<file path="src/rtl/issue_queue_pkg.sv">
// rtl/issue_queue_pkg.sv - shared widths, operand types and CDB snoop helper for the issue queue
package issue_queue_pkg;

    localparam int DEF_TAG_W     = 6;
    localparam int DEF_PAYLOAD_W = 170;
    localparam int OPND_W        = 32;

    typedef logic [OPND_W-1:0] opnd_t;

    typedef struct packed {
        logic  rdy;
        opnd_t val;
    } opnd_st_t;

    // A source already holding its value ignores the bus; otherwise a tag hit captures the broadcast.
    function automatic opnd_st_t snoop(input logic rdy, input opnd_t val,
                                       input logic hit, input opnd_t cdb_val);
        opnd_st_t r;
        r.rdy = rdy | hit;
        r.val = (!rdy && hit) ? cdb_val : val;
        return r;
    endfunction

endpackage

</file>
<file path="src/rtl/issue_queue_if.sv">
// rtl/issue_queue_if.sv - dispatch, CDB and issue bundle between the issue queue and its neighbours
interface issue_queue_if
    import issue_queue_pkg::*;
#(
    parameter int TAG_W     = DEF_TAG_W,
    parameter int PAYLOAD_W = DEF_PAYLOAD_W
);
    logic                 dispatch_valid;
    logic                 dispatch_ready;
    logic [PAYLOAD_W-1:0] dispatch_payload;
    logic [TAG_W-1:0]     dispatch_srcA_tag;
    logic                 dispatch_srcA_rdy;
    opnd_t                dispatch_srcA_val;
    logic [TAG_W-1:0]     dispatch_srcB_tag;
    logic                 dispatch_srcB_rdy;
    opnd_t                dispatch_srcB_val;

    logic                 cdb_valid;
    logic [TAG_W-1:0]     cdb_tag;
    opnd_t                cdb_value;

    logic                 issue_stall;
    logic                 issue_valid;
    logic [PAYLOAD_W-1:0] issue_payload;
    opnd_t                issue_opA;
    opnd_t                issue_opB;

    modport slave (
        input  dispatch_valid, dispatch_payload,
        input  dispatch_srcA_tag, dispatch_srcA_rdy, dispatch_srcA_val,
        input  dispatch_srcB_tag, dispatch_srcB_rdy, dispatch_srcB_val,
        output dispatch_ready,
        input  cdb_valid, cdb_tag, cdb_value,
        input  issue_stall,
        output issue_valid, issue_payload, issue_opA, issue_opB
    );

    modport master (
        output dispatch_valid, dispatch_payload,
        output dispatch_srcA_tag, dispatch_srcA_rdy, dispatch_srcA_val,
        output dispatch_srcB_tag, dispatch_srcB_rdy, dispatch_srcB_val,
        input  dispatch_ready,
        output cdb_valid, cdb_tag, cdb_value,
        output issue_stall,
        input  issue_valid, issue_payload, issue_opA, issue_opB
    );
endinterface

</file>
<file path="src/rtl/issue_queue_select.sv">
// rtl/issue_queue_select.sv - lowest-index-first priority encoder over a request vector
module iq_select #(
    parameter int  N     = 8,
    localparam int IDX_W = (N > 1) ? $clog2(N) : 1
) (
    input  logic [N-1:0]     req,
    output logic             found,
    output logic [IDX_W-1:0] idx
);
    always_comb begin
        found = 1'b0;
        idx   = '0;
        for (int i = N - 1; i >= 0; i--) begin
            if (req[i]) begin
                found = 1'b1;
                idx   = IDX_W'(i);
            end
        end
    end
endmodule

</file>
<file path="src/rtl/issue_queue.sv">
// rtl/issue_queue.sv - collapsing age-ordered issue queue with CDB wakeup and a registered issue port
module issue_queue
    import issue_queue_pkg::*;
#(
    parameter int DEPTH     = 8,
    parameter int TAG_W     = DEF_TAG_W,
    parameter int PAYLOAD_W = DEF_PAYLOAD_W
) (
    input  logic                       CLK,
    input  logic                       RESET,
    input  logic                       flush,
    issue_queue_if.slave               bus,
    output logic [$clog2(DEPTH+1)-1:0] occupancy
);
    localparam int CNT_W = $clog2(DEPTH + 1);
    localparam int IDX_W = (DEPTH > 1) ? $clog2(DEPTH) : 1;

    logic [DEPTH-1:0]     vld, a_rdy, b_rdy;
    logic [PAYLOAD_W-1:0] pl    [DEPTH];
    logic [TAG_W-1:0]     a_tag [DEPTH];
    logic [TAG_W-1:0]     b_tag [DEPTH];
    opnd_t                a_val [DEPTH];
    opnd_t                b_val [DEPTH];
    logic [CNT_W-1:0]     count;

    logic [DEPTH-1:0]     n_vld, n_a_rdy, n_b_rdy;
    logic [PAYLOAD_W-1:0] n_pl    [DEPTH];
    logic [TAG_W-1:0]     n_a_tag [DEPTH];
    logic [TAG_W-1:0]     n_b_tag [DEPTH];
    opnd_t                n_a_val [DEPTH];
    opnd_t                n_b_val [DEPTH];

    logic [DEPTH-1:0]     w_a_rdy, w_b_rdy;
    opnd_t                w_a_val [DEPTH];
    opnd_t                w_b_val [DEPTH];
    logic                 d_a_rdy, d_b_rdy;
    opnd_t                d_a_val, d_b_val;

    logic                 iss_valid;
    logic [PAYLOAD_W-1:0] iss_payload;
    opnd_t                iss_opa, iss_opb;

    logic [DEPTH-1:0]     ready_vec;
    logic                 sel_found, do_issue, accept;
    logic [IDX_W-1:0]     sel_idx;
    logic [CNT_W-1:0]     wpos;

    // Selection sees only registered readiness, so a source woken this cycle issues no earlier than next cycle.
    assign ready_vec = vld & a_rdy & b_rdy;

    iq_select #(.N(DEPTH)) u_select (
        .req   (ready_vec),
        .found (sel_found),
        .idx   (sel_idx)
    );

    assign bus.dispatch_ready = (count != CNT_W'(DEPTH));
    assign do_issue           = !bus.issue_stall && sel_found;
    assign accept             = bus.dispatch_valid && bus.dispatch_ready;
    assign wpos               = count - CNT_W'(do_issue);

    assign {d_a_rdy, d_a_val} = snoop(bus.dispatch_srcA_rdy, bus.dispatch_srcA_val,
                                      bus.cdb_valid && (bus.dispatch_srcA_tag == bus.cdb_tag), bus.cdb_value);
    assign {d_b_rdy, d_b_val} = snoop(bus.dispatch_srcB_rdy, bus.dispatch_srcB_val,
                                      bus.cdb_valid && (bus.dispatch_srcB_tag == bus.cdb_tag), bus.cdb_value);

    always_comb begin
        for (int i = 0; i < DEPTH; i++) begin
            {w_a_rdy[i], w_a_val[i]} = snoop(a_rdy[i], a_val[i],
                                             bus.cdb_valid && (a_tag[i] == bus.cdb_tag), bus.cdb_value);
            {w_b_rdy[i], w_b_val[i]} = snoop(b_rdy[i], b_val[i],
                                             bus.cdb_valid && (b_tag[i] == bus.cdb_tag), bus.cdb_value);
        end
    end

    // Wake first, then collapse entries above the issued slot, then place the dispatch at the new tail.
    always_comb begin
        for (int i = 0; i < DEPTH; i++) begin
            n_vld[i]   = vld[i];
            n_pl[i]    = pl[i];
            n_a_rdy[i] = w_a_rdy[i];
            n_a_tag[i] = a_tag[i];
            n_a_val[i] = w_a_val[i];
            n_b_rdy[i] = w_b_rdy[i];
            n_b_tag[i] = b_tag[i];
            n_b_val[i] = w_b_val[i];
        end
        if (do_issue) begin
            for (int i = 0; i < DEPTH - 1; i++) begin
                if (sel_idx <= IDX_W'(i)) begin
                    n_vld[i]   = vld[i+1];
                    n_pl[i]    = pl[i+1];
                    n_a_rdy[i] = w_a_rdy[i+1];
                    n_a_tag[i] = a_tag[i+1];
                    n_a_val[i] = w_a_val[i+1];
                    n_b_rdy[i] = w_b_rdy[i+1];
                    n_b_tag[i] = b_tag[i+1];
                    n_b_val[i] = w_b_val[i+1];
                end
            end
            n_vld[DEPTH-1] = 1'b0;
        end
        for (int i = 0; i < DEPTH; i++) begin
            if (accept && (wpos == CNT_W'(i))) begin
                n_vld[i]   = 1'b1;
                n_pl[i]    = bus.dispatch_payload;
                n_a_rdy[i] = d_a_rdy;
                n_a_tag[i] = bus.dispatch_srcA_tag;
                n_a_val[i] = d_a_val;
                n_b_rdy[i] = d_b_rdy;
                n_b_tag[i] = bus.dispatch_srcB_tag;
                n_b_val[i] = d_b_val;
            end
        end
    end

    always_ff @(posedge CLK) begin
        if (RESET || flush) begin
            vld   <= '0;
            count <= '0;
        end else begin
            vld   <= n_vld;
            count <= count + CNT_W'(accept) - CNT_W'(do_issue);
        end
        pl    <= n_pl;
        a_rdy <= n_a_rdy;
        a_tag <= n_a_tag;
        a_val <= n_a_val;
        b_rdy <= n_b_rdy;
        b_tag <= n_b_tag;
        b_val <= n_b_val;
    end

    always_ff @(posedge CLK) begin
        if (RESET) begin
            iss_valid   <= 1'b0;
            iss_payload <= '0;
            iss_opa     <= '0;
            iss_opb     <= '0;
        end else if (flush) begin
            iss_valid <= 1'b0;
        end else if (!bus.issue_stall) begin
            iss_valid <= sel_found;
            if (sel_found) begin
                iss_payload <= pl[sel_idx];
                iss_opa     <= a_val[sel_idx];
                iss_opb     <= b_val[sel_idx];
            end
        end
    end

    assign bus.issue_valid   = iss_valid;
    assign bus.issue_payload = iss_payload;
    assign bus.issue_opA     = iss_opa;
    assign bus.issue_opB     = iss_opb;
    assign occupancy         = count;

endmodule

</file>
<file path="src/flat_wrapper.sv">
// flat-port wrapper written by rule: the top's interface ports become plain ports
module issue_queue_flat import issue_queue_pkg::*;
#(
    parameter int DEPTH     = 8,
    parameter int TAG_W     = DEF_TAG_W,
    parameter int PAYLOAD_W = DEF_PAYLOAD_W
)
  (CLK, RESET, flush, occupancy, bus_dispatch_valid, bus_dispatch_payload, bus_dispatch_srcA_tag, bus_dispatch_srcA_rdy, bus_dispatch_srcA_val, bus_dispatch_srcB_tag, bus_dispatch_srcB_rdy, bus_dispatch_srcB_val, bus_dispatch_ready, bus_cdb_valid, bus_cdb_tag, bus_cdb_value, bus_issue_stall, bus_issue_valid, bus_issue_payload, bus_issue_opA, bus_issue_opB);
  issue_queue_if #(.TAG_W(TAG_W), .PAYLOAD_W(PAYLOAD_W)) bus_i ();
  input  logic CLK;
  input  logic RESET;
  input  logic flush;
  output logic [$clog2(DEPTH+1)-1:0] occupancy;
  input wire logic [$bits(bus_i.dispatch_valid)-1:0] bus_dispatch_valid;
  input wire logic [$bits(bus_i.dispatch_payload)-1:0] bus_dispatch_payload;
  input wire logic [$bits(bus_i.dispatch_srcA_tag)-1:0] bus_dispatch_srcA_tag;
  input wire logic [$bits(bus_i.dispatch_srcA_rdy)-1:0] bus_dispatch_srcA_rdy;
  input wire logic [$bits(bus_i.dispatch_srcA_val)-1:0] bus_dispatch_srcA_val;
  input wire logic [$bits(bus_i.dispatch_srcB_tag)-1:0] bus_dispatch_srcB_tag;
  input wire logic [$bits(bus_i.dispatch_srcB_rdy)-1:0] bus_dispatch_srcB_rdy;
  input wire logic [$bits(bus_i.dispatch_srcB_val)-1:0] bus_dispatch_srcB_val;
  output wire logic [$bits(bus_i.dispatch_ready)-1:0] bus_dispatch_ready;
  input wire logic [$bits(bus_i.cdb_valid)-1:0] bus_cdb_valid;
  input wire logic [$bits(bus_i.cdb_tag)-1:0] bus_cdb_tag;
  input wire logic [$bits(bus_i.cdb_value)-1:0] bus_cdb_value;
  input wire logic [$bits(bus_i.issue_stall)-1:0] bus_issue_stall;
  output wire logic [$bits(bus_i.issue_valid)-1:0] bus_issue_valid;
  output wire logic [$bits(bus_i.issue_payload)-1:0] bus_issue_payload;
  output wire logic [$bits(bus_i.issue_opA)-1:0] bus_issue_opA;
  output wire logic [$bits(bus_i.issue_opB)-1:0] bus_issue_opB;
  assign bus_i.dispatch_valid = bus_dispatch_valid;
  assign bus_i.dispatch_payload = bus_dispatch_payload;
  assign bus_i.dispatch_srcA_tag = bus_dispatch_srcA_tag;
  assign bus_i.dispatch_srcA_rdy = bus_dispatch_srcA_rdy;
  assign bus_i.dispatch_srcA_val = bus_dispatch_srcA_val;
  assign bus_i.dispatch_srcB_tag = bus_dispatch_srcB_tag;
  assign bus_i.dispatch_srcB_rdy = bus_dispatch_srcB_rdy;
  assign bus_i.dispatch_srcB_val = bus_dispatch_srcB_val;
  assign bus_dispatch_ready = bus_i.dispatch_ready;
  assign bus_i.cdb_valid = bus_cdb_valid;
  assign bus_i.cdb_tag = bus_cdb_tag;
  assign bus_i.cdb_value = bus_cdb_value;
  assign bus_i.issue_stall = bus_issue_stall;
  assign bus_issue_valid = bus_i.issue_valid;
  assign bus_issue_payload = bus_i.issue_payload;
  assign bus_issue_opA = bus_i.issue_opA;
  assign bus_issue_opB = bus_i.issue_opB;
  issue_queue #(.DEPTH(DEPTH), .TAG_W(TAG_W), .PAYLOAD_W(PAYLOAD_W)) u_core (.CLK(CLK), .RESET(RESET), .flush(flush), .bus(bus_i), .occupancy(occupancy));
endmodule
</file>
<file path="config.mk">
export PLATFORM = sky130hd
export DESIGN_NAME = issue_queue_flat
export DESIGN_NICKNAME = d
export VERILOG_FILES = /design/src/rtl/issue_queue_pkg.sv /design/src/rtl/issue_queue_if.sv /design/src/rtl/issue_queue_select.sv /design/src/rtl/issue_queue.sv /design/src/flat_wrapper.sv
export SDC_FILE = /design/constraint.sdc
export NUM_CORES = 2
export LEC_CHECK = 0
export ABC_CLOCK_PERIOD_IN_PS = 19500
export BUFFER_PORTS_ARGS = -buffer_cell sky130_fd_sc_hd__buf_2
export CORE_ASPECT_RATIO = 0.5
export CORE_MARGIN = 10
export CORE_UTILIZATION = 50
export CTS_BUF_LIST = sky130_fd_sc_hd__clkbuf_4 sky130_fd_sc_hd__clkbuf_8
export CTS_CLUSTER_DIAMETER = 40
export DETAILED_ROUTE_END_ITERATION = 10
export PLACE_DENSITY = 0.7
export REMOVE_ABC_BUFFERS = 1
export SETUP_SLACK_MARGIN = 0.02
export SLEW_MARGIN = 20
export SYNTH_ARGS = -nofsm -noshare
export SYNTH_HDL_FRONTEND = slang
export SYNTH_HIERARCHICAL = 1
export SYNTH_SLANG_ARGS = --single-unit
export TNS_END_PERCENT = 50
</file>
<file path="constraint.sdc">
create_clock -name CLK -period 19.5 [get_ports CLK]
set_input_delay 0.975 -clock CLK [delete_from_list [all_inputs] [get_ports CLK]]
set_output_delay 0.975 -clock CLK [all_outputs]
set_load 0.01 [all_outputs]
</file>
### Word-level counts from Yosys, hierarchy flattened

Index checks and enable logic that the tools add are counted.

* register bits after elaboration: 2231
* output and inout bits: 240
* logic and storage cells: 374

* add/subtract/negate cells: 3
* magnitude comparators: 8
* equal/unequal tests: 26
* muxes and demuxes: 168
* bitwise operators: 23
* reductions and logical operators: 91

Operators with widths (number)
* 170-bit 2-to-1 mux: 16
* 32-bit 2-to-1 mux: 52
* 1190-bit 2-to-1 mux: 1
* 170-bit binary-select mux with 3-bit select: 1
* 224-bit 2-to-1 mux: 2
* 32-bit binary-select mux with 3-bit select: 2
* 6-bit 2-to-1 mux: 28
* 6-bit equality test: 18
* 42-bit 2-to-1 mux: 2
* 1-bit 2-to-1 mux: 53
* 1-bit logical AND: 46
* 2-bit nonzero test: 15
* 3-bit 2-to-1 mux: 8
* 1-bit zero test: 19
* 1-bit bitwise OR: 18
* 8-bit AND: 2
* 4-bit by 3-bit equality test with 1-bit output (second input constant): 4
* 7-bit 2-to-1 mux: 2
* 2-bit AND reduction: 7
* 3-bit <= comparator (second input constant): 3
* 4-bit by 2-bit equality test with 1-bit output (second input constant): 2
* 8-bit 2-to-1 mux: 1
* 4-bit by 1-bit subtractor with 4-bit output: 2
* 3-bit by 1-bit <= comparator with 1-bit output (second input constant): 2
* 11 further kinds: 13

### Depth between registers and ports, before layout

* depth after elaboration: 16
* gate-level depth with buffers: 16

### By module

Netlist, hierarchy kept.

Modules (own cells, without submodules)
* issue_queue: times used 1, cells an instance 8133, area each 109233.5 sq um, sequential area each 59236.8 sq um
* iq_select: times used 1, cells an instance 13, area each 80.1 sq um, sequential area each 0.0 sq um

### Worst setup path after synthesis

Ideal clock, no wire load.

* kind: input -> register
* start point: input bus_issue_stall
* end point: register u_core/b_val[118] (netlist name)
* arrival time: 8071 ps
* data required time: 19095 ps
* slack: 11024 ps
* cell stages on the path: 12
* buffers on the path: 4
* cells stage by stage: nand2b_1 > inv_1 > ha_1 > ha_1 > xor2_1 > and3_1 > clkbuf_1 > buf_2 > a21o_1 > clkbuf_1 > clkbuf_1 > o221ai_1

RTL lines
* from (decl): line flat_wrapper.sv:26 `input wire logic [$bits(bus_i.issue_stall)-1:0] bus_issue_stall;`
* to (signal assigned): line issue_queue.sv:131 `b_val <= n_b_val;`
* to (decl): line issue_queue.sv:23 `opnd_t b_val [DEPTH];`

==> out/metrics.csv <==
stage,metric,value,unit
status,status,"finished, final reports clean",
power_and_ir_drop,worst vdd ir,0.00004977,V
cells_and_area,Final Util,55.45,%
clock_tree,clock slew at reported path FFs,70,ps
clock_tree,CTS sink cnt,2231,
floorplan,Die Ht,350.6,µm
clock_tree,clk root buf,clkbuf_8,
sta,endpoints failing hold,0,
cells_and_area,area of the multi-input gates,0.04683,mm²
sta,Worst Tran Pin Value,1256,ps
synth,mux share of post-synthesis cell area,25.62,%
floorplan,I/O pins,532,
hold_path,min-delay worst type,input port to flip-flop,
synth,number of synthesized flops with an enable pin,1456,
synth,main combinational cell family by area after synthesis,multiplexers,
placement,Place WS,12210,ps
global_route,largest net degree at the start of global routing,162,
placement,input/output buffers,531,
critical_path,R2R Path End,u_core/pl[713]$_DFFE_PP_,
critical_path,flop2flop setup slack,11910,ps
sta,final setup vio count,0,
clock_tree,number of buffers created by CTS,335,
drt,via/cell ratio,6.608,
sta,final setup margin,11910,ps
placement,Routability Congestion,0.8443,
sta,max-slew violations,0,
synth,XOR/XNOR Fraction of Synth Area,0.8573,%
power_and_ir_drop,Reg power frac,50.7,%
sta,Setup Skew,56.58,ps
clock_tree,TritonCTS clock tree,built,
drt,WL/cell,28.94,µm
synth,Yosys top cell by area,edfxtp_1,
critical_path,r2r startpoint,u_core/b_rdy[5]$_DFF_P_,
global_route,first-pass GRT wire length,493200,µm
sta,fmax,0.1317,GHz
synth,sequential share of the synthesized area,54.19,%
floorplan,initial core utilization,50.25,%
drt,final wirelength,334000,µm
synth,average size of a mapped cell,13.42,µm²
power_and_ir_drop,sw frac,27.42,%
critical_path,FF-to-FF path depth,15,
clock_tree,Hold Buf Count CTS,0,
cells_and_area,Area Growth Syn to Fin,10.36,%
cells_and_area,Nets,8652,
cells_and_area,register area,0.05924,mm²
power_and_ir_drop,LEAKAGE,40.66,nW
sta,crit share post-route,38.95,%
placement,Detail Placement HPWL,190500,µm
floorplan,DIE AREA,0.2389,mm²
synth,"FF+latch count, synth",2231,
placement,placed cell areas,0.1137,mm²
sta,Slew HR,15.54,%
clock_tree,H-tree depth,5,
synth,count of yosys warnings during synthesis,6,
synth,Yosys cell types,74,
critical_path,CP Max Fanout,66,
clock_tree,Post-CTS Resized,0,
drt,Vias,76270,
global_route,total grt overflow,0,
power_and_ir_drop,clock share of power,33.7,%
global_route,vias in the first global route,76130,
sta,minimum clock period,7595,ps
floorplan,Die Width,681.3,µm
critical_path,crit path DAT,8290,ps
floorplan,row count,121,
power_and_ir_drop,Int Pwr,0.008632,W
clock_tree,Max Root-Sink Buffers,4,
synth,synthesized area,0.1093,mm²
power_and_ir_drop,Logic pwr share,15.6,%
synth,Post-Synthesis Cells,8146,
global_route,initial antenna violation count,80,
power_and_ir_drop,P per Cell Area,98.59,mW/mm²
synth,Synth Area in Adders,0.1213,%
drt,number of routed nets with antenna violations,0,
cells_and_area,Fill cells,17740,
critical_path,CP required,20200,ps
drt,DRC Markers,0,
global_route,gr usage total,26.81,%
synth,largest cells by area after synthesis,"edfxtp_1 (40%), dfxtp_1 (14%), mux2_2 (11%)",
sta,RSZ-0062 raised after global routing,false,
synth,Synth Area in Compound Gates,10.56,%
placement,Inst Count DP,10900,
drt,DR pass1 iterations,8,
critical_path,Setup crit start,u_core/b_rdy[5]$_DFF_P_,
cells_and_area,fin area,0.1206,mm²
clock_tree,post-CTS setup buffers,0,
critical_path,crit path capture,u_core/pl[713]$_DFFE_PP_,
power_and_ir_drop,Net Sw Power,0.003261,W
sta,sum of negative setup slack,0,ps
clock_tree,clock latency at the later pin of the worst-skew pair,970,ps
critical_path,crit end category,flip-flop,
critical_path,startpoint types,flip-flop,
floorplan,core area,0.2176,mm²
cells_and_area,ratio of cells with drive above 1 in the final layout,33.49,%
cells_and_area,final cell count without fillers,11540,
job,Max Cap Viol,0,
critical_path,critical path class,flip-flop to flip-flop,
synth,prevailing post-synth register cell,edfxtp_1,
synth,top-area cell type share of the netlist area,40.00,%
synth,Synth Area in Simple Gates,5.383,%
drt,1st-iter DRT viols,8363,
synth,async set-reset flop share out of synthesis,0,%
[registers in the layout (all words and copies together) (netlist names)]
| name | count |
|---|---|
| u_core/a_tag | 48 |
| u_core/a_rdy | 8 |
| u_core/bus.issue_valid | 1 |
| u_core/pl | 1360 |
| u_core/b_rdy | 8 |
| u_core/bus.issue_payload | 170 |
| u_core/vld | 8 |
| u_core/a_val | 256 |
| u_core/bus.issue_opB | 32 |
| u_core/b_val | 256 |
| u_core/occupancy | 4 |
| u_core/b_tag | 48 |
| u_core/bus.issue_opA | 32 |
[layout make-up]
type | count | area share, %
Timing Repair Buffer | 667 | 3.194
Sequential cell | 2231 | 49.10
Antenna cell | 35 | 0.07260
Tap cell | 2890 | 2.997
Clock inverter | 84 | 0.4232
Inverter | 51 | 0.1711
Clock buffer | 520 | 5.222
Multi-Input combinational cell | 5064 | 38.82
[cell families after synthesis]
| family | Yosys count |
|---|---|
| AOI/OAI and AO/OA | 1598 |
| DFF | 2231 |
| muxes | 2077 |
| buffers and inverters | 851 |
| and+or+nand+nor | 1272 |
| xor gates and xnor gates | 107 |
| adders and majority gates | 10 |
[cells in the mapped netlist (4+ instances only)]
master and n:
a21boi_1 30, xnor2_1 92, edfxtp_1 1456, clkbuf_2 4, o221ai_1 398, nor3_1 104, nor2_1 387, a21o_1 6
xor2_1 15, inv_1 50, o21ai_0 75, o32ai_1 56, a211oi_1 235, mux2_2 1088, o21bai_1 7, nor4_4 28
dfxtp_1 775, nor2b_1 11, mux2i_1 521, buf_2 217, clkbuf_1 472, nor4_2 6, o21ai_1 7, mux4_2 468
buf_4 12, ha_1 9, a21oi_1 298, and4_1 12, nand2b_1 7, o311ai_0 4, o22ai_1 167, nand3_1 69
a221o_1 32, o211ai_1 167, or4_1 4, a21boi_0 35, nand4_1 22, a31oi_1 4, buf_6 8, nand2_1 578
o31ai_1 60, and3_1 16, buf_1 87, a222oi_1 4
[critical path: stages, from the launching register on]
cell	delay, ps
dfxtp_1	330
and3_1	220
nor4_1	580
nand2_1	230
nand2b_1	320
inv_1	160
ha_1	230
ha_1	390
nor4bb_1	110
nand4_1	230
buf_4	700
buf_4	750
buf_4	950
buf_4	720
buf_4	770
mux2_2	410
[worst min path at each step]
| stage | from | end | slack [ps] | depth (start not counted) |
|---|---|---|---|---|
| finish | bus_dispatch_payload[88] | u_core/pl[88]$_DFFE_PP_ | 280 | 1 |
| global route | bus_dispatch_payload[43] | u_core/pl[43]$_DFFE_PP_ | 240 | 1 |
| CTS | bus_dispatch_payload[96] | u_core/pl[96]$_DFFE_PP_ | 210 | 1 |
| detailed placement | u_core/vld[7]$_SDFFE_PP0P_ | u_core/vld[7]$_SDFFE_PP0P_ | 470 | 2 |
| global placement | u_core/vld[7]$_SDFFE_PP0P_ | u_core/vld[7]$_SDFFE_PP0P_ | 470 | 2 |
| floorplan | u_core/vld[7]$_SDFFE_PP0P_ | u_core/vld[7]$_SDFFE_PP0P_ | 440 | 2 |
[per-stage QoR]
stage / power [W] / hold WS, ps
3_5_place_dp: 0.007946 / 465.8
6_report: 0.01189 / 284.4
5_1_grt: 0.01235 / 237.7
3_3_place_gp: 0.007876 / 471.4
2_1_floorplan: 0.007564 / 444.9
4_1_cts: 0.01191 / 207.0
[routing by layer]
layer	wire length [µm]	track usage, %	vias up
li1	-	-	32770
met1	130300	34.73	38490
met2	158700	43.89	4077
met3	29720	5.207	912
met4	15260	12.12	20
met5	126	0	-
[power by group through the flow]
stage	Combinational, W	Clock [W]	Sequential [W]
floorplan	0.00152	0	0.00604
global placement	0.00178	0	0.00609
detailed placement	0.00183	0	0.00612
CTS	0.00183	0.00406	0.00602
global route	0.00200	0.00426	0.00609
finish	0.00186	0.00400	0.00603
[layout by cell type, fill, tap and decap left out, drive strengths merged, types with 22 or more instances in the layout]
cell and instances:
edfxtp 1456, mux2 1088, dfxtp 775, buf 667, nand2 578, mux2i 521, clkbuf 520, mux4 468
o221ai 398, nor2 389, a21oi 298, a211oi 235, o22ai 167, o211ai 167, nor3 107, xnor2 92
o21ai 82, nand3 69, clkinv 66, a21boi 65, o31ai 62, inv 57, o32ai 56, nor4 37
diode 35, a221o 32, nand4 22
No activity file was read; power rests on OpenSTA's default activity.
